$ cat src/rtl/serial_sub.sv
// Bit-serial subtractor: x - y - b_in over WIDTH cycles through one difference/borrow stage.
// A start/busy/done handshake frames each operation; d and b_out hold until the next result.
module serial_sub #(
    parameter int WIDTH = 4
) (
    input  logic             clk,
    input  logic             rst,
    input  logic             start,
    input  logic [WIDTH-1:0] x,
    input  logic [WIDTH-1:0] y,
    input  logic             b_in,
    output logic             busy,
    output logic             done,
    output logic [WIDTH-1:0] d,
    output logic             b_out
);

    localparam int CW = $clog2(WIDTH) + 1;

    typedef enum logic [1:0] {
        IDLE,
        RUN,
        DONE
    } state_t;

    state_t          r_state;
    state_t          w_nextState;

    logic [WIDTH-1:0] r_a;
    logic [WIDTH-1:0] r_b;
    logic [WIDTH-1:0] r_r;
    logic             r_br;
    logic [CW-1:0]    r_count;

    logic             w_accept;
    logic             w_lastStep;
    logic             w_diff;
    logic             w_borrow;

    assign w_diff     = r_a[0] ^ r_b[0] ^ r_br;
    assign w_borrow   = (~r_a[0] & r_b[0]) | (~(r_a[0] ^ r_b[0]) & r_br);
    assign w_lastStep = (r_count == CW'(WIDTH - 1));

    always_ff @(posedge clk or posedge rst) begin
        if (rst) begin
            r_state <= IDLE;
        end else begin
            r_state <= w_nextState;
        end
    end

    // busy and done are pure decodes of the state register, so no input reaches them combinationally.
    always_comb begin
        w_nextState = r_state;
        w_accept    = 1'b0;
        busy        = 1'b0;
        done        = 1'b0;
        case (r_state)
            IDLE: begin
                if (start) begin
                    w_accept    = 1'b1;
                    w_nextState = RUN;
                end
            end
            RUN: begin
                busy = 1'b1;
                if (w_lastStep) begin
                    w_nextState = DONE;
                end
            end
            DONE: begin
                done = 1'b1;
                if (start) begin
                    w_accept    = 1'b1;
                    w_nextState = RUN;
                end else begin
                    w_nextState = IDLE;
                end
            end
            default: begin
                w_nextState = IDLE;
            end
        endcase
    end

    always_ff @(posedge clk or posedge rst) begin
        if (rst) begin
            r_a     <= '0;
            r_b     <= '0;
            r_r     <= '0;
            r_br    <= 1'b0;
            r_count <= '0;
        end else if (w_accept) begin
            r_a     <= x;
            r_b     <= y;
            r_br    <= b_in;
            r_count <= '0;
        end else if (r_state == RUN) begin
            r_a     <= {1'b0, r_a[WIDTH-1:1]};
            r_b     <= {1'b0, r_b[WIDTH-1:1]};
            r_r     <= {w_diff, r_r[WIDTH-1:1]};
            r_br    <= w_borrow;
            r_count <= r_count + CW'(1);
        end
    end

    // The final bit step and the result load share one edge, so the result takes the stage outputs directly.
    always_ff @(posedge clk or posedge rst) begin
        if (rst) begin
            d     <= '0;
            b_out <= 1'b0;
        end else if ((r_state == RUN) && w_lastStep) begin
            d     <= {w_diff, r_r[WIDTH-1:1]};
            b_out <= w_borrow;
        end
    end

endmodule
$ cat config.mk
export PLATFORM = sky130hd
export DESIGN_NAME = serial_sub
export DESIGN_NICKNAME = d
export VERILOG_FILES = /design/src/rtl/serial_sub.sv
export SDC_FILE = /design/constraint.sdc
export NUM_CORES = 1
export LEC_CHECK = 0
export ABC_AREA = 1
export CAP_MARGIN = 20
export CORE_MARGIN = 2
export CORE_UTILIZATION = 40
export CTS_BUF_LIST = sky130_fd_sc_hd__clkbuf_2 sky130_fd_sc_hd__clkbuf_4 sky130_fd_sc_hd__clkbuf_8
export CTS_CLUSTER_DIAMETER = 200
export DETAILED_ROUTE_END_ITERATION = 8
export GPL_TIMING_DRIVEN = 1
export PLACE_DENSITY_LB_ADDON = 0.1
export SLEW_MARGIN = 20
export SYNTH_ARGS = -nofsm -noshare
export SYNTH_HDL_FRONTEND = slang
export SYNTH_SLANG_ARGS = --single-unit
$ cat constraint.sdc
create_clock -name clk -period 1.72 [get_ports clk]
set_input_delay 0.172 -clock clk [delete_from_list [all_inputs] [get_ports clk]]
set_output_delay 0.172 -clock clk [all_outputs]
set_load 0.02 [all_outputs]
# Word level (Yosys, flattened, before mapping)
# Cells that the tools add are included.
[op_classes]
n_reduce_logical = 6
n_addsub = 1
eq_ne = 5
bitwise = 8
muxes = 16
[ops]
columns = ["operator", "n"]
rows = [
  ["$mux W4", 4],
  ["$mux W1", 7],
  ["$mux W3", 2],
  ["$pmux W2 S3", 1],
  ["$mux W2", 2],
  ["$ne A2 B2 Y1 const B", 2],
  ["$reduce_and A2 Y1", 2],
  ["$add A3 B1 Y3 const B", 1],
  ["$eq A3 B2 Y1 const B", 1],
  ["$not A1 Y1", 3],
  ["$and A1 B1 Y1", 2],
  ["$eq A2 B1 Y1 const B", 1],
  ["$eq A2 B2 Y1 const B", 1],
  ["$logic_not A2 Y1", 1],
  ["$reduce_bool A2 Y1", 1],
  ["$reduce_or A2 Y1", 1],
  ["$xor A1 B1 Y1", 2],
  ["$logic_and A1 B1 Y1", 1],
  ["$or A1 B1 Y1", 1],
]
[word_totals]
inputBits = 12
wordCells = 44
output_inout_bits = 7
regBits = 23

# Longest topological paths before layout
[depth]
word_depth = 6
mapped_depth = 7
ltp_nobuf = 7

# Worst setup path before layout
# No wires, ideal clock.
[synth_timing]
kind = "register to register"
start = "register r_count[0]"
end = "register r_count[2]"
n_path_buf = 0
path_slack_ns = 0.558
arrival_ns = 1.080
setup_time_ns = 0.083
required_time_ns = 1.637
synth_period_minus_slack_ns = 1.162
path_stages_with_launch = 5
cell_sequence = "dfrtp_1 > ha_1 > ha_1 > or2_1 > o21ai_0"
[synth_via]
elab_chain_len = 3
[synth_lines]
columns = ["element", "line_no", "text"]
rows = [
  ["start, declared", "33", "logic [CW-1:0] r_count;"],
  ["start signal, assigned", "103", "r_count <= r_count + CW'(1);"],
  ["$add A3 B1 Y3", "103", ""],
  ["$mux W3", "98", "end else if (r_state == RUN) begin"],
  ["$mux W3", "93", "end else if (w_accept) begin"],
]
# Every way passes these cells. The select of a mux whose other input is x is not followed.
# A chain may end at the register's enable or synchronous reset.

# Worst setup path in the final report
[layout_timing]
start = "register r_state[1]"
end = "output done"
[layout_via]
elab_chain_len = 2
[layout_lines]
columns = ["element", "line_no", "text"]
rows = [
  ["start, declared", "26", "state_t r_state;"],
  ["start signal, assigned", "48", "r_state <= w_nextState;"],
  ["$eq A2 B2 Y1", "58", "case (r_state)"],
  ["$mux W1", "58", ""],
  ["end, declared", "13", "output logic done,"],
]
# Every way passes these cells.

==> impl_metrics.prom <==
# TYPE chip_impl_metric gauge
chip_impl_metric{name="tightest_slew",unit="ps"} 394
chip_impl_metric{name="die-width",unit="um"} 54.3
chip_impl_metric{name="dpl.hpwl",unit="um"} 1380
chip_impl_metric{name="ys_ff_latch",unit=""} 22
chip_impl_metric{name="multi_input_comb_area",unit="um^2"} 367
chip_impl_metric{name="detail_route.wirelength",unit="um"} 1900
chip_impl_metric{name="sequential_cell_area",unit="um^2"} 551
chip_impl_metric{name="achievable-frequency",unit="MHz"} 665
chip_impl_metric{name="detailed_route_iter0_violations",unit=""} 5
chip_impl_metric{name="period_minus_slack",unit="ps"} 1500
chip_impl_metric{name="global_route.overflow_total",unit=""} 0
chip_impl_metric{name="start_util",unit="%"} 41.6
chip_impl_metric{name="max_capacitance_violation_total",unit=""} 0
chip_impl_info{name="startpoint_type",value="register"} 1
chip_impl_metric{name="timing_max_transition_violations_final",unit=""} 0
chip_impl_info{name="synth.top_cells.by_area",value="dfrtp_1 (54%), nand2_1 (16%), inv_1 (7.4%), o21ai_0 (4.5%), nand3_1 (4.0%)"} 1
chip_impl_metric{name="area_growth_syn_to_layout",unit="%"} 25.2
chip_impl_metric{name="largest_net_degree_at_the_start_of_global_routing",unit=""} 23
chip_impl_metric{name="power_density",unit="nW/um^2"} 1770
chip_impl_info{name="run_status",value="finished, final reports clean"} 1
chip_impl_info{name="critical_path.startpoint",value="r_state[1]$_DFFE_PP0P_"} 1
chip_impl_metric{name="layout.core_utilization",unit="%"} 52.1
chip_impl_metric{name="sw_frac_of_total",unit="%"} 41.6
chip_impl_info{name="cts-root-buf",value="clkbuf_4"} 1
chip_impl_metric{name="final.setup.tns",unit="ps"} 0
chip_impl_metric{name="post_synth_inst_count",unit=""} 120
chip_impl_metric{name="hold_viol_final",unit=""} 0
chip_impl_metric{name="boundaryPins",unit=""} 19
chip_impl_metric{name="worstPathMaxFanout",unit=""} 7
chip_impl_metric{name="antenna_found_initial",unit=""} 0
chip_impl_metric{name="fin_area",unit="um^2"} 1270
chip_impl_info{name="crit-reg2reg-launch",value="r_count[0]$_DFFE_PP0P_"} 1
chip_impl_metric{name="ant_nets",unit=""} 0
chip_impl_info{name="hp-class",value="input pin to asynchronous set/reset pin"} 1
chip_impl_metric{name="timing.critical_path.arrival",unit="ps"} 1330
chip_impl_metric{name="wire_per_inst",unit="um"} 11.0
chip_impl_metric{name="final_setup_violations",unit=""} 0
chip_impl_metric{name="antennaDiodeCount",unit=""} 0
chip_impl_metric{name="vias_per_cell",unit=""} 4.49
chip_impl_metric{name="power_frac_comb",unit="%"} 47.6
chip_impl_metric{name="grt_first_pass_wirelength",unit="um"} 3490
chip_impl_metric{name="grt_pass1_vias",unit=""} 802
chip_impl_metric{name="maximum_vdd_ir_drop",unit="mV"} 0.983
chip_impl_metric{name="skew",unit="ps"} 5.88
chip_impl_metric{name="syn_std_cell_area",unit="um^2"} 1010
chip_impl_metric{name="final_layout_size_suffix_gt1_share",unit="%"} 8.39
chip_impl_metric{name="synthDominantCellAreaShare",unit="%"} 54.5
chip_impl_info{name="worstSetupPathType",value="register to output port"} 1
chip_impl_metric{name="vias",unit=""} 777
chip_impl_metric{name="p_clk_share",unit="%"} 12.9
chip_impl_metric{name="post_dp_cell_area",unit="um^2"} 1230
chip_impl_metric{name="internal-power",unit="mW"} 1.31
chip_impl_metric{name="core_region_area",unit="um^2"} 2430
chip_impl_metric{name="finalHoldWorstSlack",unit="ps"} 172
chip_impl_metric{name="yosys.cell_types.count",unit=""} 16
chip_impl_info{name="yosysTopAreaCell",value="dfrtp_1"} 1
chip_impl_metric{name="remaining_drc_errors",unit=""} 0
chip_impl_metric{name="rows",unit=""} 18
chip_impl_metric{name="synth.net_count",unit=""} 135
chip_impl_info{name="rsz0062_at_grt",value="no"} 1
chip_impl_metric{name="timing.final.crit_share",unit="%"} 87.4
chip_impl_metric{name="post_cts.repair.setup_buffers",unit=""} 0
chip_impl_metric{name="drt_pass1_iterations",unit=""} 2
chip_impl_metric{name="cts_buffer_depth",unit=""} 2
chip_impl_metric{name="regToRegSetupSlack",unit="ps"} 470
chip_impl_metric{name="register_area_share_after_synthesis",unit="%"} 54.5
chip_impl_metric{name="clock_tree.htree_level_count",unit=""} 1
chip_impl_metric{name="clkLatencyLatePin",unit="ps"} 310
chip_impl_metric{name="input_output_buffers",unit=""} 18
chip_impl_info{name="kind_of_end_point_of_the_critical_path",value="output port"} 1
chip_impl_metric{name="cts.sink_count",unit=""} 22
chip_impl_metric{name="total_power",unit="mW"} 2.25
chip_impl_metric{name="final_weighted_congestion_in_routability_driven_placement",unit=""} 0.732
chip_impl_metric{name="power.switching",unit="mW"} 0.935
chip_impl_metric{name="floorplan.die_area",unit="um^2"} 2950
chip_impl_metric{name="worst-r2r-cell-count",unit=""} 6
chip_impl_info{name="tritoncts_clock_tree",value="done"} 1
chip_impl_metric{name="power.sequential.fraction",unit="%"} 39.5
chip_impl_metric{name="fill_cells",unit=""} 255
chip_impl_metric{name="grt.total_usage",unit="%"} 16.8
chip_impl_metric{name="finish.net_count",unit=""} 159
chip_impl_metric{name="yosysWarnings",unit=""} 0
chip_impl_metric{name="cts.reportedPaths.clkPinSlew",unit="ps"} 130
chip_impl_metric{name="syn_area_per_cell",unit="um^2"} 8.42
chip_impl_metric{name="leakage",unit="nW"} 0.682
chip_impl_metric{name="slew_headroom",unit="%"} 73.6
chip_impl_metric{name="required",unit="ps"} 1550
chip_impl_metric{name="die_height",unit="um"} 54.3
chip_impl_metric{name="cts_inserted_buffers",unit=""} 3
[flip-flops by register name (all words and copies together), names as in the netlist]
name and count:
d 4, r_a 4, r_b 4, r_count 3
r_r 3, r_state 2, b_out 1, r_br 1
[power by group through the flow]
stage | registers (mW) | clock network, mW | logic (mW)
2_1_floorplan | 0.938 | 0 | 0.711
3_3_place_gp | 0.895 | 0 | 1.09
3_5_place_dp | 0.905 | 0 | 1.10
4_1_cts | 0.894 | 0.298 | 1.10
5_1_grt | 0.928 | 0.320 | 1.27
6_report | 0.888 | 0.289 | 1.07
[timing repair]
item                                    CTS  global route
resized for setup                         2             0
hold buffers                              0             0
endpoints found under the setup margin    2             0
[cell families (layout without fill, tap and decap cells)]
| group | after synthesis | in the layout | share of synthesized area, % |
|---|---|---|---|
| AND/OR/NAND/NOR | 61 | 61 | 26.4 |
| flip-flops | 22 | 22 | 54.5 |
| buffers and inverters | 23 | 46 | 9.28 |
| AO/OA/AOI/OAI | 11 | 11 | 5.44 |
| adder cells (fa/ha/maj) | 3 | 3 | 4.46 |
[Yosys cell counts (all sizes together)]
| master | n |
|---|---|
| nand2 | 46 |
| dfrtp | 22 |
| inv | 22 |
| o21ai | 10 |
| nand3 | 8 |
| nor2 | 6 |
| ha | 2 |
| a21oi | 1 |
| buf | 1 |
| fa | 1 |
| or2 | 1 |
[worst paths after layout]
path / to
setup / recovery: done
hold / removal: d[1]$_DFFE_PP0P_
setup reg to reg: d[0]$_DFFE_PP0P_
hold reg to reg: r_count[0]$_DFFE_PP0P_
max in group asynchronous: b_out$_DFFE_PP0P_
min in group clk: r_b[3]$_DFFE_PP0P_
[cell usage in the layout, fill, tap and decap left out]
master	Yosys	layout
a21oi_1	1	1
buf_4	0	2
clkbuf_4	0	3
clkbuf_8	0	1
clkdlybuf4s50_1	0	16
dfrtp_1	22	22
dlygate4sd2_1	0	2
fa_1	1	1
ha_1	2	2
inv_1	20	20
inv_2	2	2
nand2_1	43	43
nand2_2	1	1
nand2_4	2	2
nand3_1	8	8
nor2_1	5	5
nor2_4	1	1
o21ai_0	9	9
o21ai_1	1	1
or2_1	1	1
[metal layers]
layer / global-route usage (%) / wire length, um
met1: 21.3 / 894
met2: 27.7 / 892
met5: 0 / 0
met3: 3.28 / 72
met4: 7.50 / 39
[through the flow]
stage               instances  worst slack, ps
CTS                       173              214
global route              173             98.8
global placement          169              280
floorplan                 120              558
detailed placement        169              299
finish                    173              217
[area by class of cell]
cell class,instances,share of cell area [%]
Multi-Input combinational cell,75,29.0
Timing Repair Buffer,20,15.2
Sequential cell,22,43.5
Inverter,22,6.52
Tap cell,30,2.96
Clock buffer,4,2.87
[worst max-delay path, stage by stage, from the launching register on]
cell and delay [ps]:
dfrtp_1 430, inv_1 220, nor2_1 60, dlygate4sd2_1 320
No activity file was read; power rests on OpenSTA's default activity.
==> edit 1: new RTL, same settings <==
Set the parameter `WIDTH` to 2 (it was 4).
--- a/src/rtl/serial_sub.sv
+++ b/src/rtl/serial_sub.sv
@@ -3,3 +3,3 @@
 module serial_sub #(
-    parameter int WIDTH = 4
+    parameter int WIDTH = 2
 ) (
Ports: changed (resized d, x and y); port bits go from 19 to 13. The function was not compared with the original's and may differ.
==> edit 1 against the unedited design <==
Via count down 37%; area after synthesis down 39%; clock power shrank 29%; routed wire length decreased by 44%; clock skew fell by 0.0048 ns; non-clock buffer count fell by 8; worst hold slack better by 0.042 ns; total power decreased by 36%; cell area decreased by 38%; first-iteration DRC count up 80%; register-to-register slack improved by 0.08 ns; sequential cell count is 9 lower; worst setup slack better by 0.051 ns; fmax grew 3.5%; largest power group unchanged.
==> edit 1: results (changes against the unedited design) <==
* Status: finished, final reports clean
* Total track usage at 13.70% (-3.1 points)
* Post-DP HPWL at 810.3 um (-41%)
* # diodes at 0 (unchanged)
* Rel. slew slack at 67.27% (-6.4 points)
* Critical Path Slowest Stage Cell: dfrtp_1
* Fraction of registers with async set/reset at 100.0% (unchanged)
* Clock skew at 0.001099 ns (-0.004776 ns)
* Met3 Wirelength at 68 um (-5.6%)
* Met1 wire length at 494 um (-45%)
* Root Driver: clkbuf_4
* Port buffer count at 12 (-6)
* Initial antenna violation count at 0 (unchanged)
* CTS max path bufs at 2 (unchanged)
* RD Place Congestion at 0.8004 (+9.3%)
* P_leak at 0.4286 nW (-37%)
* Share of cells above drive strength 1 at 10.34% (+2.0 points)
* Global-route wire length before repair at 1.773 mm (-49%)
* Sequential fraction of the synthesis area at 52.53% (-1.9 points)
* Syn nets at 82 (-39%)
* Worst-path clk slew at 0.08 ns (-0.05 ns)
* Largest net degree at the start of global routing at 14 (-39%)
* Distinct cells, synth at 14 (-2)
* Vias in the first global route at 421 (-48%)
* Ranking of synthesized cells by area: dfrtp_1, nand2_1, nand3_1, inv_1, fa_1
* Cts bufs inserted at 3 (unchanged)
* Setup WS pre-CTS at 0.2962 ns (-0.002453 ns)
* DR iter-0 viols at 9 (+4)
* CP max stage delay at 0.45 ns (+0.02 ns)
* CP delay by family, top: flip-flops
* Placed cell areas at 748.2 um2 (-39%)
* Worst Path Max Fanout at 6 (-1)
* Fill cells at 154 (-40%)
* Synth top cells by count: nand2_1, dfrtp_1, nand3_1, inv_1, o21ai_1
* Metal2 WL at 462 um (-48%)
* Clk_lat worst skew at 0.27 ns (-0.04 ns)
* H-tree levels at 1 (unchanged)
* Peak supply drop at 0.8579 mV (-13%)
* Top sig layer: met4
* Ys Warns at 0 (unchanged)
* Drt first pass iters at 4 (+2)
* Setup Buffers After CTS at 0 (unchanged)
* WL/cell at 10.27 um (-6.4%)
* Post-DR vias/cell at 4.748 (+5.7%)
* Hold Crit Class: primary input to asynchronous set/reset pin
* Setup slack, reg-to-reg at 0.55 ns (+0.08 ns)
* Fin nets at 98 (-38%)
* Slack of the critical path at 0.2679 ns (+0.05082 ns)
==> edit 1: changes by cell type after synthesis, sizes merged <==
cell   unedited run  this run
o21ai            10         3
dfrtp            22        13
nor2              6         3
nand2            46        25
or2               1         0
ha                2         1
a21oi             1         0
inv              22        12
nand3             8        13
==> edit 1: worst paths after layout <==
| kind | from | to | cells after the start |
|---|---|---|---|
| worst max-delay path | r_state[0] | busy | 3 |
| worst min-delay path | rst | r_count[0] | 2 |
| worst max register to register | r_a[0] | r_br | 6 |
| worst min register to register | d[1] | d[1] | 2 |
| max in group asynchronous | rst | r_br | 2 |
| min in group clk | x[1] | r_a[1] | 3 |
==> edit 1: routing by layer <==
metal | GRT usage, % | vias to the layer above
li1 | - | 256
met1 | 17.52 | 213
met2 | 18.81 | 15
met3 | 4.583 | 5
met4 | 10.91 | 0
met5 | 0 | -
==> edit 1: power breakdown <==
part,switching (mW),leakage (nW),internal [mW]
sequential,0.0972,0.163,0.452
combinational,0.405,0.247,0.271
clock,0.0983,0.0184,0.106
total,0.601,0.429,0.829
==> edit 1: logic make-up (layout without fill, tap and decap cells) <==
group	after synthesis	in the layout	share of synthesized area, %
AOI/OAI and AO/OA	3	3	2.424
adders and majority gates	2	2	5.252
buffers and inverters	13	28	9.090
DFF	13	13	52.52
and+or+nand+nor	41	41	30.71
==> edit 1: per-stage QoR <==
stage	cells	util, %	hold slack [ns]
3_5_place_dp	99	50.85	0.4554
5_1_grt	103	52.98	0.2619
4_1_cts	103	52.81	0.2319
6_report	103	52.98	0.2135
3_3_place_gp	99	50.85	0.4510
2_1_floorplan	72	-	0.04896
==> edit 1: area by class of cell <==
cell class / instances / area (um2) / area share (%)
Timing Repair Buffer: 12 / 121.4 / 15.57
Clock buffer: 4 / 30.03 / 3.852
Sequential cell: 13 / 325.3 / 41.73
Tap cell: 16 / 20.02 / 2.568
Multi-Input combinational cell: 46 / 237.7 / 30.50
Inverter: 12 / 45.04 / 5.778
==> edit 1: repair_timing <==
item | 4_1_cts | 5_1_grt
resized for setup | 1 | 1
pin swaps | 0 | 0
setup endpoints to repair | 1 | 1
==> edit 2: new RTL, config.mk and constraints unchanged <==
Made on the original files. Add an input register stage for `start`, `x`, `y` and `b_in`, with the module's reset; this delays them by one clock. Comments in the files are not updated.
--- a/src/rtl/serial_sub.sv
+++ b/src/rtl/serial_sub.sv
@@ -24,2 +24,21 @@
     } state_t;
+
+    logic start_q;
+    logic [WIDTH-1:0] x_q;
+    logic [WIDTH-1:0] y_q;
+    logic b_q;
+
+    always_ff @(posedge clk or posedge rst) begin
+        if (rst) begin
+            start_q <= '0;
+            x_q     <= '0;
+            y_q     <= '0;
+            b_q     <= '0;
+        end else begin
+            start_q <= start;
+            x_q     <= x;
+            y_q     <= y;
+            b_q     <= b_in;
+        end
+    end
 
@@ -59,3 +78,3 @@
             IDLE: begin
-                if (start) begin
+                if (start_q) begin
                     w_accept    = 1'b1;
@@ -72,3 +91,3 @@
                 done = 1'b1;
-                if (start) begin
+                if (start_q) begin
                     w_accept    = 1'b1;
@@ -93,5 +112,5 @@
         end else if (w_accept) begin
-            r_a     <= x;
-            r_b     <= y;
-            r_br    <= b_in;
+            r_a     <= x_q;
+            r_b     <= y_q;
+            r_br    <= b_q;
             r_count <= '0;
Check against the original RTL: not equivalent (a bounded check fails within 4 cycles, from zero or initial values and one cycle with rst high).
==> edit 2 against the unedited design <==
Sequential power rose by 28%; sequential share of layout area rose by 8.2 points; worst setup slack worse by 0.068 ns; total power is 15% higher; cell area grew 22%; via count up 8.9%; routed wire length increased by 6.0%; sequential cell count is 10 higher; utilization decreased by 0.86 points; area after synthesis increased by 25%.
==> edit 2: results (changes against the unedited design) <==
* Setup Buffers After CTS at 0 (unchanged)
* Initial antenna violation count at 0 (unchanged)
* Port buffer count at 18 (unchanged)
* Slew @ Worst Pin at 0.3891 ns (-0.005008 ns)
* Global-route wire length before repair at 3.719 mm (+6.5%)
* Vias in the first global route at 863 (+7.6%)
* Root Driver: clkbuf_4
* Share of cells above drive strength 1 at 12.26% (+3.9 points)
* Critical Path Slowest Stage Cell: dfrtp_1
* Status: finished, final reports clean
* Total track usage at 14.42% (-2.4 points)
* Post-Layout Cell Count at 199 (+15%)
* Fraction of registers with async set/reset at 100.0% (unchanged)
* Vias at 846 (+8.9%)
* Inst Count DP at 192 (+14%)
* Worst Path Max Fanout at 6 (-1)
* Distinct cells, synth at 16 (unchanged)
* P_leak at 0.8055 nW (+18%)
* Ys Warns at 0 (unchanged)
* Synth top cells by count: nand2_1, dfrtp_1, inv_1, o21ai_0, nand3_1
* Sequential fraction of the synthesis area at 63.56% (+9.1 points)
* Setup WS pre-CTS at 0.2200 ns (-0.07870 ns)
* Clock skew at 0.007105 ns (+0.001229 ns)
* Worst setup path startpoint: r_state[0]
* Gate Count Post-Synth at 129 (+7.5%)
* CTS max path bufs at 2 (unchanged)
* Synth top area share at 63.56% (+9.1 points)
* CP max stage delay at 0.47 ns (+0.04 ns)
* Clk_lat worst skew at 0.33 ns (+0.02 ns)
* WL/cell at 10.11 um (-7.8%)
* Crit path arrival time at 1.40 ns (+0.07 ns)
* CTS Hold Bufs at 0 (unchanged)
* Worst-path clk slew at 0.09 ns (-0.04 ns)
* Fin nets at 170 (+6.9%)
* Cts bufs inserted at 5 (+2)
* RD Place Congestion at 0.7032 (-3.9%)
* Area grow syn2layout at 23.04%
* Drt first pass iters at 4 (+2)
* # diodes at 0 (unchanged)
* DR iter-0 viols at 30 (+25)
* H-tree levels at 2 (+1)
* Resized Gates After CTS at 2 (unchanged)
* Hold Crit Class: primary input to asynchronous set/reset pin
* Final Max Tran Viols at 0 (unchanged)
* Syn nets at 144 (+6.7%)
* Post-DP HPWL at 1.424 mm (+2.9%)
* Ranking of synthesized cells by area: dfrtp_1, nand2_1, inv_1, o21ai_0, nand3_1
* Worst R2R Start: r_count[0]
* Peak supply drop at 0.6958 mV (-29%)
* Placed cell areas at 1503 um2 (+22%)
* Largest net degree at the start of global routing at 33 (+43%)
## edit 2: cell types whose count changed after synthesis, sizes merged
cell   unedited run  this run
nand2            46        45
dfrtp            22        32
inv              22        21
nand3             8         9
## edit 2: layout make-up
type | instances | area, um2
inverters | 21 | 78.83
clock inverters | 1 | 5.005
flip-flops and latches | 32 | 800.8
clock buffers | 6 | 45.04
multi-input cells | 75 | 372.9
fillers | 286 | 1478
repair buffers | 20 | 192.7
well taps | 44 | 55.05
## edit 2: final timing paths
kind                         endpoint  slack (ns)  cells past startpoint
max                              busy        0.15                      3
min                            y_q[0]        0.22                      3
max reg2reg                r_count[2]        0.43                      4
min reg2reg                    r_a[3]        0.46                      2
max in group asynchronous  r_count[1]        1.21                      3
min in group clk               y_q[3]        0.28                      1
## edit 2: report_power, final
| group | internal [mW] | total, mW | leakage (nW) | switching [mW] |
|---|---|---|---|---|
| clock network | 0.166 | 0.401 | 0.0315 | 0.235 |
| logic | 0.411 | 1.03 | 0.381 | 0.619 |
| registers | 1.00 | 1.14 | 0.393 | 0.144 |
## edit 2: routing by layer
| metal | track usage, % | vias up | routed length, um |
|---|---|---|---|
| li1 | - | 438 | - |
| met1 | 19.75 | 386 | 981 |
| met2 | 19.41 | 17 | 878 |
| met3 | 4.545 | 5 | 114 |
| met4 | 9.524 | 0 | 38 |
| met5 | 0 | - | 0 |
## edit 2: logic make-up (layout without fill, tap and decap cells)
logic type / after synthesis / after routing / share of synthesized area, %
simple gates: 61 / 61 / 21.65
flops: 32 / 32 / 63.56
buf+inv: 22 / 48 / 6.852
compound gates: 11 / 11 / 4.369
fa+ha+maj: 3 / 3 / 3.575
## edit 2: worst max-delay path: cells and delay by family (launching register included)
family	cells	cell delay [ns]
flip-flops	1	0.47
AND/OR/NAND/NOR	1	0.15
buffers and inverters	2	0.45
